$ cat src/rtl/fcore_vector_decoder_if.sv
// Handshake bundle between the fetch stream, the fCore vector decoder and the operand fetch stage.
// The master side is the environment (fetch + register file), the slave side is the decoder.
interface fcore_vector_decoder_if #(
    parameter int INSTRUCTION_WIDTH  = 32,
    parameter int OPCODE_WIDTH       = 5,
    parameter int REG_ADDR_WIDTH     = 4,
    parameter int CHANNEL_ADDR_WIDTH = 8
);
    localparam int ADDR_WIDTH = REG_ADDR_WIDTH + CHANNEL_ADDR_WIDTH;

    logic [INSTRUCTION_WIDTH-1:0]  instr_data;
    logic [CHANNEL_ADDR_WIDTH-1:0] instr_dest;
    logic                          instr_valid;
    logic                          instr_ready;

    logic                          op_ready;
    logic                          op_valid;
    logic [OPCODE_WIDTH-1:0]       op_opcode;
    logic [ADDR_WIDTH-1:0]         op_a_addr;
    logic [ADDR_WIDTH-1:0]         op_b_addr;
    logic [ADDR_WIDTH-1:0]         op_c_addr;
    logic [ADDR_WIDTH-1:0]         op_dest;
    logic [INSTRUCTION_WIDTH-1:0]  op_immediate;
    logic                          op_imm_sel;

    modport master (
        output instr_data, instr_dest, instr_valid, op_ready,
        input  instr_ready, op_valid, op_opcode, op_a_addr, op_b_addr, op_c_addr,
               op_dest, op_immediate, op_imm_sel
    );

    modport slave (
        input  instr_data, instr_dest, instr_valid, op_ready,
        output instr_ready, op_valid, op_opcode, op_a_addr, op_b_addr, op_c_addr,
               op_dest, op_immediate, op_imm_sel
    );
endinterface

$ cat src/rtl/fcore_vector_decoder.sv
// fCore vector decoder: one instruction per cycle into channel-offset register addresses,
// with RAW scoreboard stalls, two-word LDC and broadcast replay across channels.
//
// state      | meaning
// S_RUN      | accept and decode instructions
// S_LDC_WAIT | next accepted word is the LDC constant
// S_BCAST    | replay latched instruction on channels 1..n-1
// S_HALT     | STOP seen, wait for enable to drop
module fcore_vector_decoder #(
    parameter int INSTRUCTION_WIDTH  = 32,
    parameter int OPCODE_WIDTH       = 5,
    parameter int REG_ADDR_WIDTH     = 4,
    parameter int CHANNEL_ADDR_WIDTH = 8,
    parameter int IMMEDIATE_WIDTH    = 12,
    parameter int MAX_CHANNELS       = 255,
    parameter int PIPELINE_DEPTH     = 4
) (
    input  logic                          clock,
    input  logic                          reset,
    input  logic                          enable,
    input  logic [CHANNEL_ADDR_WIDTH-1:0] n_channels,
    fcore_vector_decoder_if.slave         bus,
    output logic                          hazard_stall,
    output logic                          core_stop
);
    localparam int IW  = INSTRUCTION_WIDTH;
    localparam int OW  = OPCODE_WIDTH;
    localparam int RAW = REG_ADDR_WIDTH;
    localparam int CW  = CHANNEL_ADDR_WIDTH;
    localparam int AW  = REG_ADDR_WIDTH + CHANNEL_ADDR_WIDTH;
    // The op writing back in a given cycle is visible to a read in that same cycle,
    // so only the younger PIPELINE_DEPTH-1 issues can still cause a RAW hazard.
    localparam int SB_DEPTH = (PIPELINE_DEPTH > 1) ? PIPELINE_DEPTH - 1 : 1;

    localparam logic [OW-1:0] OP_NOP    = OW'(0);
    localparam logic [OW-1:0] OP_ADD    = OW'(1);
    localparam logic [OW-1:0] OP_SUB    = OW'(2);
    localparam logic [OW-1:0] OP_MUL    = OW'(3);
    localparam logic [OW-1:0] OP_ITF    = OW'(4);
    localparam logic [OW-1:0] OP_FTI    = OW'(5);
    localparam logic [OW-1:0] OP_LDC    = OW'(6);
    localparam logic [OW-1:0] OP_LDR    = OW'(7);
    localparam logic [OW-1:0] OP_BGT    = OW'(8);
    localparam logic [OW-1:0] OP_BLE    = OW'(9);
    localparam logic [OW-1:0] OP_BEQ    = OW'(10);
    localparam logic [OW-1:0] OP_BNE    = OW'(11);
    localparam logic [OW-1:0] OP_LAND   = OW'(12);
    localparam logic [OW-1:0] OP_LOR    = OW'(13);
    localparam logic [OW-1:0] OP_LNOT   = OW'(14);
    localparam logic [OW-1:0] OP_LXOR   = OW'(15);
    localparam logic [OW-1:0] OP_SATP   = OW'(16);
    localparam logic [OW-1:0] OP_SATN   = OW'(17);
    localparam logic [OW-1:0] OP_REC    = OW'(18);
    localparam logic [OW-1:0] OP_POPCNT = OW'(19);
    localparam logic [OW-1:0] OP_ABS    = OW'(20);
    localparam logic [OW-1:0] OP_BSET   = OW'(21);
    localparam logic [OW-1:0] OP_BSEL   = OW'(22);
    localparam logic [OW-1:0] OP_STOP   = OW'(31);

    typedef enum logic [1:0] {S_RUN, S_LDC_WAIT, S_BCAST, S_HALT} state_t;
    state_t state_q, state_d;

    logic [OW-1:0]              held_opc;
    logic [RAW-1:0]             held_a, held_b, held_d;
    logic [IMMEDIATE_WIDTH-1:0] held_immf;
    logic                       held_bflag;
    logic [CW-1:0]              held_dest;
    logic [IW-1:0]              held_const;
    logic [CW-1:0]              bc_cnt, bc_last, n_eff;

    logic [OW-1:0]              c_opc;
    logic [RAW-1:0]             c_a, c_b, c_d;
    logic [IMMEDIATE_WIDTH-1:0] c_immf;
    logic                       c_bflag;
    logic [CW-1:0]              c_chan;
    logic [IW-1:0]              c_const;

    logic is_3op, is_bset, is_2op, is_ldr, is_ldc, is_stop;
    logic use_a, use_b, use_c, c_issue, c_imm_sel;
    logic [AW-1:0] c_a_addr, c_b_addr, c_c_addr, c_dest;
    logic [IW-1:0] c_imm;

    logic [SB_DEPTH-1:0] sb_valid;
    logic [AW-1:0]       sb_dest [SB_DEPTH];

    logic hazard, slot_free, accepting, instr_ready, fire, bc_go, issue;
    logic load_held, load_const, start_bc, stop_d;

    logic            op_valid_q, op_imm_sel_q;
    logic [OW-1:0]   op_opcode_q;
    logic [AW-1:0]   op_a_q, op_b_q, op_c_q, op_dest_q;
    logic [IW-1:0]   op_imm_q;

    always_comb begin
        n_eff = n_channels;
        if (n_channels == '0)
            n_eff = CW'(1);
        else if (int'(n_channels) > MAX_CHANNELS)
            n_eff = CW'(MAX_CHANNELS);
    end

    // Candidate comes from the bus in RUN, from the latched instruction otherwise.
    always_comb begin
        c_opc   = bus.instr_data[OW-1:0];
        c_a     = bus.instr_data[OW +: RAW];
        c_b     = bus.instr_data[OW+RAW +: RAW];
        c_d     = bus.instr_data[OW+2*RAW +: RAW];
        c_immf  = bus.instr_data[OW+RAW +: IMMEDIATE_WIDTH];
        c_bflag = bus.instr_data[IW-1];
        c_chan  = c_bflag ? '0 : bus.instr_dest;
        c_const = held_const;
        if (state_q == S_LDC_WAIT || state_q == S_BCAST) begin
            c_opc   = held_opc;
            c_a     = held_a;
            c_b     = held_b;
            c_d     = held_d;
            c_immf  = held_immf;
            c_bflag = held_bflag;
            if (state_q == S_BCAST) begin
                c_chan = bc_cnt;
            end else begin
                c_chan  = held_bflag ? '0 : held_dest;
                c_const = bus.instr_data;
            end
        end
    end

    always_comb begin
        is_3op  = 1'b0;
        is_bset = 1'b0;
        is_2op  = 1'b0;
        is_ldr  = 1'b0;
        is_ldc  = 1'b0;
        is_stop = 1'b0;
        case (c_opc)
            OP_ADD, OP_SUB, OP_MUL, OP_BGT, OP_BLE, OP_BEQ, OP_BNE,
            OP_LAND, OP_LOR, OP_LXOR, OP_BSEL, OP_SATP, OP_SATN: is_3op = 1'b1;
            OP_BSET:                                             is_bset = 1'b1;
            OP_REC, OP_FTI, OP_ITF, OP_ABS, OP_POPCNT, OP_LNOT:  is_2op = 1'b1;
            OP_LDR:                                              is_ldr = 1'b1;
            OP_LDC:                                              is_ldc = 1'b1;
            OP_STOP:                                             is_stop = 1'b1;
            OP_NOP:                                              ;
            default:                                             ;
        endcase
    end

    always_comb begin
        c_a_addr  = '0;
        c_b_addr  = '0;
        c_c_addr  = '0;
        c_dest    = '0;
        c_imm     = '0;
        c_imm_sel = 1'b0;
        use_a     = 1'b0;
        use_b     = 1'b0;
        use_c     = 1'b0;
        c_issue   = 1'b0;
        if (is_3op) begin
            c_issue  = 1'b1;
            use_a    = 1'b1;
            use_b    = 1'b1;
            c_a_addr = {c_chan, c_a};
            c_b_addr = {c_chan, c_b};
            c_dest   = {c_chan, c_d};
        end else if (is_bset) begin
            c_issue  = 1'b1;
            use_a    = 1'b1;
            use_b    = 1'b1;
            use_c    = 1'b1;
            c_a_addr = {c_chan, c_a};
            c_b_addr = {c_chan, c_b};
            c_c_addr = {c_chan, c_d};
            c_dest   = {c_chan, c_a};
        end else if (is_2op) begin
            c_issue  = 1'b1;
            use_a    = 1'b1;
            c_a_addr = {c_chan, c_a};
            c_dest   = {c_chan, c_b};
        end else if (is_ldr) begin
            c_issue   = 1'b1;
            c_dest    = {c_chan, c_a};
            c_imm     = IW'(c_immf);
            c_imm_sel = 1'b1;
        end else if (is_ldc) begin
            // First LDC word in RUN only opens the constant slot.
            c_issue   = (state_q != S_RUN);
            c_dest    = {c_chan, c_a};
            c_imm     = c_const;
            c_imm_sel = 1'b1;
        end
    end

    always_comb begin
        hazard = 1'b0;
        for (int i = 0; i < SB_DEPTH; i++) begin
            if (sb_valid[i] && ((use_a && sb_dest[i] == c_a_addr) ||
                                (use_b && sb_dest[i] == c_b_addr) ||
                                (use_c && sb_dest[i] == c_c_addr)))
                hazard = 1'b1;
        end
    end

    assign slot_free   = !op_valid_q || bus.op_ready;
    assign accepting   = (state_q == S_RUN) || (state_q == S_LDC_WAIT);
    assign instr_ready = !reset && enable && accepting && !hazard && slot_free;
    assign fire        = bus.instr_valid && instr_ready;
    assign bc_go       = (state_q == S_BCAST) && enable && slot_free && !hazard;
    assign issue       = (fire && c_issue) || bc_go;
    assign hazard_stall = !reset && enable && slot_free && hazard &&
                          ((accepting && bus.instr_valid) || state_q == S_BCAST);

    always_ff @(posedge clock or posedge reset) begin
        if (reset)
            state_q <= S_RUN;
        else
            state_q <= state_d;
    end

    always_comb begin
        state_d    = state_q;
        load_held  = 1'b0;
        load_const = 1'b0;
        start_bc   = 1'b0;
        stop_d     = 1'b0;
        case (state_q)
            S_RUN: begin
                if (fire) begin
                    if (is_ldc) begin
                        load_held = 1'b1;
                        state_d   = S_LDC_WAIT;
                    end else if (is_stop) begin
                        stop_d  = 1'b1;
                        state_d = S_HALT;
                    end else if (c_issue && c_bflag && n_eff > CW'(1)) begin
                        load_held = 1'b1;
                        start_bc  = 1'b1;
                        state_d   = S_BCAST;
                    end
                end
            end
            S_LDC_WAIT: begin
                if (fire) begin
                    if (held_bflag && n_eff > CW'(1)) begin
                        load_const = 1'b1;
                        start_bc   = 1'b1;
                        state_d    = S_BCAST;
                    end else begin
                        state_d = S_RUN;
                    end
                end
            end
            S_BCAST: begin
                if (bc_go && bc_cnt == bc_last)
                    state_d = S_RUN;
            end
            S_HALT: begin
                if (!enable)
                    state_d = S_RUN;
            end
            default: state_d = S_RUN;
        endcase
    end

    always_ff @(posedge clock or posedge reset) begin
        if (reset) begin
            core_stop    <= 1'b0;
            held_opc     <= '0;
            held_a       <= '0;
            held_b       <= '0;
            held_d       <= '0;
            held_immf    <= '0;
            held_bflag   <= 1'b0;
            held_dest    <= '0;
            held_const   <= '0;
            bc_cnt       <= '0;
            bc_last      <= '0;
            op_valid_q   <= 1'b0;
            op_opcode_q  <= '0;
            op_a_q       <= '0;
            op_b_q       <= '0;
            op_c_q       <= '0;
            op_dest_q    <= '0;
            op_imm_q     <= '0;
            op_imm_sel_q <= 1'b0;
            sb_valid     <= '0;
            for (int i = 0; i < SB_DEPTH; i++)
                sb_dest[i] <= '0;
        end else begin
            core_stop <= stop_d;
            if (load_held) begin
                held_opc   <= c_opc;
                held_a     <= c_a;
                held_b     <= c_b;
                held_d     <= c_d;
                held_immf  <= c_immf;
                held_bflag <= c_bflag;
                held_dest  <= bus.instr_dest;
            end
            if (load_const)
                held_const <= bus.instr_data;
            if (start_bc) begin
                bc_cnt  <= CW'(1);
                bc_last <= n_eff - CW'(1);
            end else if (bc_go) begin
                bc_cnt <= bc_cnt + CW'(1);
            end
            if (issue) begin
                op_valid_q   <= 1'b1;
                op_opcode_q  <= c_opc;
                op_a_q       <= c_a_addr;
                op_b_q       <= c_b_addr;
                op_c_q       <= c_c_addr;
                op_dest_q    <= c_dest;
                op_imm_q     <= c_imm;
                op_imm_sel_q <= c_imm_sel;
            end else if (bus.op_ready) begin
                op_valid_q <= 1'b0;
            end
            sb_valid[0] <= issue;
            sb_dest[0]  <= issue ? c_dest : '0;
            for (int i = 1; i < SB_DEPTH; i++) begin
                sb_valid[i] <= sb_valid[i-1];
                sb_dest[i]  <= sb_dest[i-1];
            end
        end
    end

    assign bus.instr_ready  = instr_ready;
    assign bus.op_valid     = op_valid_q;
    assign bus.op_opcode    = op_opcode_q;
    assign bus.op_a_addr    = op_a_q;
    assign bus.op_b_addr    = op_b_q;
    assign bus.op_c_addr    = op_c_q;
    assign bus.op_dest      = op_dest_q;
    assign bus.op_immediate = op_imm_q;
    assign bus.op_imm_sel   = op_imm_sel_q;
endmodule

$ cat src/flat_wrapper.sv
// flat-port wrapper written by rule: the top's interface ports become plain ports
module fcore_vector_decoder_flat 
#(
    parameter int INSTRUCTION_WIDTH  = 32,
    parameter int OPCODE_WIDTH       = 5,
    parameter int REG_ADDR_WIDTH     = 4,
    parameter int CHANNEL_ADDR_WIDTH = 8,
    parameter int IMMEDIATE_WIDTH    = 12,
    parameter int MAX_CHANNELS       = 255,
    parameter int PIPELINE_DEPTH     = 4
)
  (clock, reset, enable, n_channels, hazard_stall, core_stop, bus_instr_data, bus_instr_dest, bus_instr_valid, bus_op_ready, bus_instr_ready, bus_op_valid, bus_op_opcode, bus_op_a_addr, bus_op_b_addr, bus_op_c_addr, bus_op_dest, bus_op_immediate, bus_op_imm_sel);
  fcore_vector_decoder_if #(.INSTRUCTION_WIDTH(INSTRUCTION_WIDTH), .OPCODE_WIDTH(OPCODE_WIDTH), .REG_ADDR_WIDTH(REG_ADDR_WIDTH), .CHANNEL_ADDR_WIDTH(CHANNEL_ADDR_WIDTH)) bus_i ();
  input  logic clock;
  input  logic reset;
  input  logic enable;
  input  logic [CHANNEL_ADDR_WIDTH-1:0] n_channels;
  output logic hazard_stall;
  output logic core_stop;
  input wire logic [$bits(bus_i.instr_data)-1:0] bus_instr_data;
  input wire logic [$bits(bus_i.instr_dest)-1:0] bus_instr_dest;
  input wire logic [$bits(bus_i.instr_valid)-1:0] bus_instr_valid;
  input wire logic [$bits(bus_i.op_ready)-1:0] bus_op_ready;
  output wire logic [$bits(bus_i.instr_ready)-1:0] bus_instr_ready;
  output wire logic [$bits(bus_i.op_valid)-1:0] bus_op_valid;
  output wire logic [$bits(bus_i.op_opcode)-1:0] bus_op_opcode;
  output wire logic [$bits(bus_i.op_a_addr)-1:0] bus_op_a_addr;
  output wire logic [$bits(bus_i.op_b_addr)-1:0] bus_op_b_addr;
  output wire logic [$bits(bus_i.op_c_addr)-1:0] bus_op_c_addr;
  output wire logic [$bits(bus_i.op_dest)-1:0] bus_op_dest;
  output wire logic [$bits(bus_i.op_immediate)-1:0] bus_op_immediate;
  output wire logic [$bits(bus_i.op_imm_sel)-1:0] bus_op_imm_sel;
  assign bus_i.instr_data = bus_instr_data;
  assign bus_i.instr_dest = bus_instr_dest;
  assign bus_i.instr_valid = bus_instr_valid;
  assign bus_i.op_ready = bus_op_ready;
  assign bus_instr_ready = bus_i.instr_ready;
  assign bus_op_valid = bus_i.op_valid;
  assign bus_op_opcode = bus_i.op_opcode;
  assign bus_op_a_addr = bus_i.op_a_addr;
  assign bus_op_b_addr = bus_i.op_b_addr;
  assign bus_op_c_addr = bus_i.op_c_addr;
  assign bus_op_dest = bus_i.op_dest;
  assign bus_op_immediate = bus_i.op_immediate;
  assign bus_op_imm_sel = bus_i.op_imm_sel;
  fcore_vector_decoder #(.INSTRUCTION_WIDTH(INSTRUCTION_WIDTH), .OPCODE_WIDTH(OPCODE_WIDTH), .REG_ADDR_WIDTH(REG_ADDR_WIDTH), .CHANNEL_ADDR_WIDTH(CHANNEL_ADDR_WIDTH), .IMMEDIATE_WIDTH(IMMEDIATE_WIDTH), .MAX_CHANNELS(MAX_CHANNELS), .PIPELINE_DEPTH(PIPELINE_DEPTH)) u_core (.clock(clock), .reset(reset), .enable(enable), .n_channels(n_channels), .bus(bus_i), .hazard_stall(hazard_stall), .core_stop(core_stop));
endmodule
$ cat config.mk
export PLATFORM = sky130hd
export DESIGN_NAME = fcore_vector_decoder_flat
export DESIGN_NICKNAME = d
export VERILOG_FILES = /design/src/rtl/fcore_vector_decoder_if.sv /design/src/rtl/fcore_vector_decoder.sv /design/src/flat_wrapper.sv
export SDC_FILE = /design/constraint.sdc
export NUM_CORES = 1
export LEC_CHECK = 0
export CAP_MARGIN = 20
export CORE_MARGIN = 1
export CORE_UTILIZATION = 40
export CTS_BUF_LIST = sky130_fd_sc_hd__clkbuf_16
export DETAILED_ROUTE_END_ITERATION = 6
export SLEW_MARGIN = 20
export SYNTH_ARGS = -nofsm -noshare
export SYNTH_HDL_FRONTEND = slang
export SYNTH_SLANG_ARGS = --single-unit
$ cat constraint.sdc
create_clock -name clock -period 9.21 [get_ports clock]
set_input_delay 2.763 -clock clock [delete_from_list [all_inputs] [get_ports clock]]
set_output_delay 2.763 -clock clock [all_outputs]
set_load 0.05 [all_outputs]
==> flow_metrics.env, run 1 <==
export IMPL_status="complete, no violations"
export IMPL_r2r_slack_ns=3.84
export IMPL_p_clk_share_pct=22.0
export IMPL_hold_path_class="register to register"
export IMPL_final_nets=1209
export IMPL_rows=60
export IMPL_gp_congestion=0.873
export IMPL_ys_types=82
export IMPL_netlist_instances=1009
export IMPL_cts_root_buf="clkbuf_16"
export IMPL_fin_crit_sh_pct=96.1
export IMPL_final_cell_count_no_fill=1539
export IMPL_cts_tree="built"
export IMPL_ys_ff_latch=215
export IMPL_num_antenna_cells=0
export IMPL_drcViolationCount=0
export IMPL_cts_post_setup_buffers_inserted=0
export IMPL_die_w_um=169
export IMPL_ys_seq_area_share_pct=48.0
export IMPL_grt_start_max_net_pins=150
export IMPL_multiInputGateArea_um2=5430
export IMPL_min_to="u_core.sb_valid[1]"
export IMPL_r2r_end="u_core.bus.op_dest[2]"
export IMPL_die_h_um=169
export IMPL_io_buffers=142
export IMPL_post_route_util_pct=51.0
export IMPL_dp_final_hpwl_mm=20.5
export IMPL_p_sw_share_pct=43.0
export IMPL_seq_area_um2=5380
export IMPL_grt_pass1_vias=8250
export IMPL_grt_antenna_before_repair=1
export IMPL_drt_pass1_iter_count=7
export IMPL_crit_arrival_ns=6.09
export IMPL_ir_drop_uv=175
export IMPL_min_from="u_core.sb_valid[0]"
export IMPL_yosys_warnings=0
export IMPL_area_growth_pct=24.0
export IMPL_intPower_w=0.00269
export IMPL_worstSetupPathType="primary input to output port"
export IMPL_wl_mm=29.5
export IMPL_ant_nets=0
export IMPL_maxSlewViolCount=0
export IMPL_ys_async_sr_fraction_pct=100
export IMPL_place_inst=1493
export IMPL_grt_pass1_wl_mm=47.2
export IMPL_p_per_area_nw_per_um2=339
export IMPL_cts_sinks=215
export IMPL_max_slew_margin_rel_pct=29.7
export IMPL_synth_flop_cell="dfrtp_1"
export IMPL_numCtsBuffers=25
export IMPL_gr_total_overflow=0
export IMPL_period_needed_ns=8.85
export IMPL_start_kind="primary input"
export IMPL_syn_area_um2=11200
export IMPL_tightest_slew_ns=1.05
export IMPL_htreeDepth=1
export IMPL_initial_core_util_pct=41.1
export IMPL_totalPowerFinal_w=0.00471
export IMPL_r2r_start="u_core.state_q[1]"
export IMPL_via_count=8379
export IMPL_finalHoldViolations=0
export IMPL_setup_viol=0
export IMPL_timing_setup_tns_ns=0
export IMPL_avgSynthCellArea_um2=11.1
export IMPL_end_kind="output port"
export IMPL_clk_latency_ns=0.53
export IMPL_rr_worst_depth=14
export IMPL_avgViaCountPerCell=5.44
export IMPL_wl_per_cell_um=19.1
export IMPL_finalClockSkew_ns=0.0138
export IMPL_seqPwrFrac_pct=29.2
export IMPL_cts_hold_buf=0
export IMPL_layout_drive_gt1_share_pct=18.0
export IMPL_rsz0062_at_grt="no"
export IMPL_p_switching_w=0.00202
export IMPL_cap_violations=0
export IMPL_nFillCells=2503
export IMPL_core_area_um2=27300
export IMPL_synth_enable_flop_cells=0
export IMPL_grt_use_total_pct=20.8
export IMPL_syn_nets=1069
export IMPL_dieArea_um2=28700
export IMPL_fmax_mhz=113
export IMPL_p_leak_nw=6.07
export IMPL_drt_initial_drc_count=619
export IMPL_pin_count=143
export IMPL_hold_depth=0
export IMPL_pwr_share_comb_pct=48.8
export IMPL_clk_pin_slew_ns=0.06
export IMPL_cp_required_ns=6.45
export IMPL_crit_path_max_fanout=10
export IMPL_clockBufferDepth=3
-- flip-flops by register name, indices dropped and copies added (netlist names), 2 cells and up --
signal                   cells
u_core.sb_dest              36
u_core.bus.op_immediate     32
u_core.held_const           32
u_core.bus.op_a_addr        12
u_core.bus.op_b_addr        12
u_core.bus.op_c_addr        12
u_core.bus.op_dest          12
u_core.held_immf            12
u_core.bc_cnt                8
u_core.bc_last               8
u_core.held_dest             8
u_core.bus.op_opcode         5
u_core.held_opc              5
u_core.held_a                4
u_core.held_b                4
u_core.held_d                4
u_core.sb_valid              3
u_core.state_q               2
-- worst max path at each step --
stage / cells after the start / startpoint / to
after global routing: 12 / bus_instr_data[31] / hazard_stall
after detailed placement: 12 / bus_instr_data[31] / hazard_stall
final: 12 / bus_instr_data[31] / hazard_stall
after CTS: 12 / bus_instr_data[31] / hazard_stall
after global placement: 12 / bus_instr_data[31] / hazard_stall
after floorplan: 1 / reset / u_core.bc_cnt[0]
-- power by group through the flow --
stage          logic (W)  registers, W  clock network, W
2_1_floorplan    0.00142       0.00160                 0
3_3_place_gp     0.00227       0.00138                 0
3_5_place_dp     0.00228       0.00139                 0
4_1_cts          0.00229       0.00137           0.00106
5_1_grt          0.00247       0.00141           0.00110
6_report         0.00230       0.00138           0.00104
-- worst max-delay path, cell delays in order --
cell             delay (ns)
clkdlybuf4s50_1        0.73
buf_4                  0.21
nor3b_1                0.07
nor3_2                 0.46
xor2_1                 0.23
a31oi_1                0.11
o32a_1                 0.23
a2111oi_2              0.45
nor3_1                 0.13
a2111oi_2              0.37
buf_4                  0.19
buf_12                 0.13
-- cell usage in the layout (no fill, tap or decap), drive strengths merged, types with 7 or more instances in the layout --
master	instances
clkbuf	25
o31ai	63
nor2	33
nand2b	8
clkdlybuf4s50	140
a21oi	23
buf	35
mux2	107
xnor2	48
o21ai	43
a31oi	12
nor3	18
ha	7
nand3	14
clkinv	9
nor4	24
mux2i	40
o22ai	8
nand2	129
nor3b	11
dfrtp	215
xor2	17
inv	23
-- repair_timing --
item | CTS | global route
gates resized for setup | 0 | 2
endpoints found under the hold margin | 0 | 0
setup endpoints to repair | 0 | 1
-- metrics by stage --
step	setup slack [ns]	hold slack (ns)	area, um^2
after global placement	0.208	0.386	13000
after CTS	0.143	0.405	13900
final	0.360	0.400	13900
after floorplan	0.568	0.353	11200
after global routing	0.0197	0.401	13900
after detailed placement	0.159	0.388	13000
-- cell usage after synthesis (18+ instances only) --
cell type  number  share of area [%]
nor2_1         32                1.1
clkbuf_1       20               0.67
xnor2_1        48                3.8
dfrtp_1       215                 48
o21ai_0        41                1.8
mux2_4         32                4.3
o31ai_1        63                4.2
mux2_2         73                7.3
buf_2          18               0.80
nand2_1       128                4.3
nor4_1         23                1.3
a21oi_1        22               0.98
mux2i_1        40                3.6
-- final cells by class --
| type | instances | area share [%] |
|---|---|---|
| Tap cell | 372 | 3.35 |
| Clock inverter | 20 | 1.67 |
| Sequential cell | 215 | 38.7 |
| Multi-Input combinational cell | 715 | 39.1 |
| Inverter | 17 | 0.549 |
| Timing Repair Buffer | 175 | 12.2 |
| Clock buffer | 25 | 4.50 |
-- metal layers --
| layer | share of wire (%) | vias up | track usage, % | wire [um] |
|---|---|---|---|---|
| li1 | - | 3979 | - | - |
| met1 | 49 | 4145 | 30.4 | 14500 |
| met2 | 45 | 208 | 32.0 | 13200 |
| met3 | 4.2 | 47 | 3.08 | 1240 |
| met4 | 2.0 | 0 | 5.52 | 575 |
| met5 | 0 | - | 0 | 0 |
-- cell families (layout without fill, tap and decap cells) --
kind of cell / Yosys count / in the layout / share of synthesized area [%]
compound gates: 208 / 208 / 13.4
flops: 215 / 215 / 48.0
xor+xnor: 65 / 65 / 5.08
buf+inv: 79 / 237 / 3.87
fa+ha+maj: 7 / 7 / 0.782
simple gates: 288 / 288 / 13.5
mux: 147 / 147 / 15.4
(Power assumes the default switching activity.)
==> inputs of run 2 (changes only) <==
--- a/config.mk
+++ b/config.mk
@@ -5,11 +5,13 @@
 export SDC_FILE = /design/constraint.sdc
 export NUM_CORES = 1
 export LEC_CHECK = 0
+export ABC_AREA = 1
 export CAP_MARGIN = 20
 export CORE_MARGIN = 1
-export CORE_UTILIZATION = 40
+export CORE_UTILIZATION = 56
 export CTS_BUF_LIST = sky130_fd_sc_hd__clkbuf_16
 export DETAILED_ROUTE_END_ITERATION = 6
+export PLACE_DENSITY = 0.8
 export SLEW_MARGIN = 20
 export SYNTH_ARGS = -nofsm -noshare
 export SYNTH_HDL_FRONTEND = slang
==> run 2 against run 1 <==
  * Clock power fell by 14%
  * Die area fell by 27%
  * Register-to-register slack got worse by 0.24 ns
  * Hold slack got worse by 0.018 ns
  * Routed wire length rose by 23%
  * Clock skew fell by 0.0025 ns
  * Utilization rose by 19 points
  * Highest routed layer unchanged
  * Area after synthesis rose by 1.5%
  * Non-clock buffer count rose by 2
  * Sequential power rose by 5%
==> flow_metrics.env, run 2 <==
export IMPL_grt_start_max_net_pins=106
export IMPL_rsz0062_at_grt="no"
export IMPL_netlist_instances=1535
export IMPL_crit_path_max_fanout=23
export IMPL_yosysMostFrequentCell="nand2_1"
export IMPL_core_area_um2=19700
export IMPL_grt_pass1_vias=10416
export IMPL_hold_depth=0
export IMPL_drt_pass1_iter_count=6
export IMPL_cp_slowest_cell="clkdlybuf4s50_1"
export IMPL_r2r_end="u_core.held_const[22]"
export IMPL_crit_arrival_ns=6.16
export IMPL_hold_path_class="register to register"
export IMPL_p_per_area_nw_per_um2=368
export IMPL_r2r_slack_ns=3.60
export IMPL_io_buffers=142
export IMPL_dieArea_um2=20900
export IMPL_seqPwrFrac_pct=28.7
export IMPL_syn_area_um2=11400
export IMPL_pin_count=143
export IMPL_layout_common_cells="nand2_1 (545), dfrtp_1 (215), inv_1 (166)"
export IMPL_initial_core_util_pct=57.7
export IMPL_final_nets=1738
export IMPL_synth_enable_flop_cells=0
export IMPL_cts_post_setup_buffers_inserted=0
export IMPL_numCtsBuffers=23
export IMPL_layout_drive_gt1_share_pct=6.43
export IMPL_totalPowerFinal_w=0.00507
export IMPL_status="complete, no violations"
export IMPL_p_clk_share_pct=17.7
export IMPL_final_cell_count_no_fill=1960
export IMPL_grtUsageMet2_pct=57.8
export IMPL_largest_reg_flops=36
export IMPL_dp_final_hpwl_mm=26.4
export IMPL_yosys_warnings=0
export IMPL_finalHoldViolations=0
export IMPL_drcViolationCount=0
export IMPL_max_slew_margin_rel_pct=44.4
export IMPL_fin_crit_sh_pct=96.9
export IMPL_syn_nets=1595
export IMPL_ys_top_cells_by_count="nand2_1 (546), dfrtp_1 (215), inv_1 (162)"
export IMPL_cts_resized_gates=0
export IMPL_ys_ff_latch=215
export IMPL_avgViaCountPerCell=5.56
export IMPL_ys_seq_area_share_pct=47.3
export IMPL_cts_sinks=215
export IMPL_p_leak_nw=6.90
export IMPL_fmax_mhz=112
export IMPL_die_w_um=145
export IMPL_finalClockSkew_ns=0.0112
export IMPL_timing_setup_tns_ns=0
export IMPL_htreeDepth=1
export IMPL_setup_ws_ns=0.288
export IMPL_grt_use_total_pct=35.8
export IMPL_start_kind="primary input"
export IMPL_clockBufferDepth=3
export IMPL_rr_worst_depth=28
export IMPL_ir_drop_uv=233
export IMPL_intPower_w=0.00253
export IMPL_cap_violations=0
export IMPL_p_sw_share_pct=50.1
export IMPL_cts_hold_buf=0
export IMPL_via_count=10889
export IMPL_grt_busiest_layer="met2"
export IMPL_dp_slack_ns=0.185
export IMPL_wl_per_cell_um=18.5
export IMPL_final_common_cell="nand2_1"
export IMPL_avgSynthCellArea_um2=7.41
export IMPL_cts_tree="built"
export IMPL_met3_usage_pct=6.09
export IMPL_cpPeakStageDelay_ns=0.45
export IMPL_path_cells="clkdlybuf4s50_1 -> inv_1 -> o21ai_2 -> inv_1 -> nand2_1 -> inv_1 -> nand2_1 -> nand2_2 -> nand2_4 -> nand2_1 -> nand2_1 -> nand3b_1 -> nor2_1 -> nand2_1 -> nor2_1 -> nor2_1 -> nand2_1 -> nand2_1 -> nand2_2 -> nor2_4 -> a2111oi_2 -> buf_4 -> buf_12"
export IMPL_drt_initial_drc_count=1163
export IMPL_clk_pin_slew_ns=0.06
export IMPL_place_inst=1918
export IMPL_synth_top_area_cell="dfrtp_1"
export IMPL_cp_required_ns=6.45
export IMPL_die_h_um=145
export IMPL_period_needed_ns=8.92
export IMPL_min_from="u_core.sb_valid[1]"
export IMPL_synth_area_leaders="dfrtp_1 (47%), nand2_1 (18%), o21ai_0 (6.4%), inv_1 (5.3%), nand3_1 (4.4%)"
export IMPL_synth_top_area_share_pct=47.3
export IMPL_pwr_share_comb_pct=53.6
export IMPL_wl_mm=36.2
export IMPL_num_antenna_cells=0
export IMPL_ys_types=38
export IMPL_ant_nets=0
export IMPL_area_growth_pct=21.2
export IMPL_top_register="u_core.sb_dest"
export IMPL_cts_root_buf="clkbuf_16"
export IMPL_worstSetupPathType="primary input to output port"
export IMPL_rows=51
export IMPL_post_route_util_pct=69.9
export IMPL_grt_pass1_wl_mm=56.5
export IMPL_ys_async_sr_fraction_pct=100
export IMPL_p_switching_w=0.00254
export IMPL_min_to="u_core.sb_valid[2]"
export IMPL_end_kind="output port"
export IMPL_r2r_start="u_core.state_q[1]"
export IMPL_grt_antenna_before_repair=0
export IMPL_clk_latency_ns=0.53
export IMPL_gr_total_overflow=0
export IMPL_maxSlewViolCount=0
export IMPL_tightest_slew_ns=0.834
export IMPL_gp_congestion=1.04
export IMPL_synth_flop_cell="dfrtp_1"
export IMPL_critical_path_most_common_cell="nand2_1"
export IMPL_setup_viol=0
export IMPL_grt_met1_usage_pct=47.4
run 2: changes by cell type after synthesis, moves of 63 or more:
cell / change
nand2_1: +418
inv_1: +145
nor2_1: +73
o21ai_0: +104
mux2_2: -73
o31ai_1: -63
nand3_1: +87
run 2: kinds of logic after synthesis:
group           Yosys count  share of synthesized area, %
flops                   215                          47.3
simple gates            803                          29.0
compound gates          255                          11.9
fa+ha+maj                 7                         0.770
buf+inv                 229                          9.11
xor+xnor                 26                          2.00
run 2: how the worst max path moves through the flow:
stage                     depth (start not counted)         startpoint         endpoint  slack (ns)
after detailed placement                         23  bus_instr_data[4]     hazard_stall        0.19
after global routing                             23  bus_instr_data[4]     hazard_stall        0.02
after floorplan                                   5              reset  bus_instr_ready       -0.34
after CTS                                        23  bus_instr_data[4]     hazard_stall        0.13
after global placement                           23  bus_instr_data[4]     hazard_stall        0.16
final                                            23  bus_instr_data[4]     hazard_stall        0.29
run 2: power groups by stage:
stage | combinational, W | sequential (W) | clock [W]
after floorplan | 0.00152 | 0.00172 | 0
after global placement | 0.00265 | 0.00145 | 0
after detailed placement | 0.00266 | 0.00146 | 0
after CTS | 0.00267 | 0.00145 | 0.000904
after global routing | 0.00295 | 0.00148 | 0.000941
final | 0.00271 | 0.00145 | 0.000898
run 2: area by class of cell:
type / count / area (um^2)
repair buffers: 177 / 1720
fillers: 1591 / 5930
multi-input cells: 1091 / 4980
clock buffers: 23 / 576
clock inverters: 19 / 153
flip-flops and latches: 215 / 5380
well taps: 265 / 332
inverters: 170 / 643
run 2: metal layers:
metal  part of all wire [%]  vias to the layer above
met2                     46                      552
met5                      0                        -
met4                    4.8                        0
met3                    8.3                      109
li1                       -                     5163
met1                     41                     5065
run 2: through the flow:
| stage | instance area (um^2) | hold slack (ns) |
|---|---|---|
| after global placement | 13000 | 0.365 |
| after global routing | 13800 | 0.386 |
| after detailed placement | 13000 | 0.365 |
| after CTS | 13800 | 0.378 |
| final | 13800 | 0.382 |
| after floorplan | 11400 | 0.354 |
run 2: worst max-delay path, delay by kind of cell:
family | cells | cell delay [ns]
AND/OR/NAND/NOR | 15 | 1.86
AO/OA/AOI/OAI | 2 | 0.50
buffers and inverters | 6 | 1.02
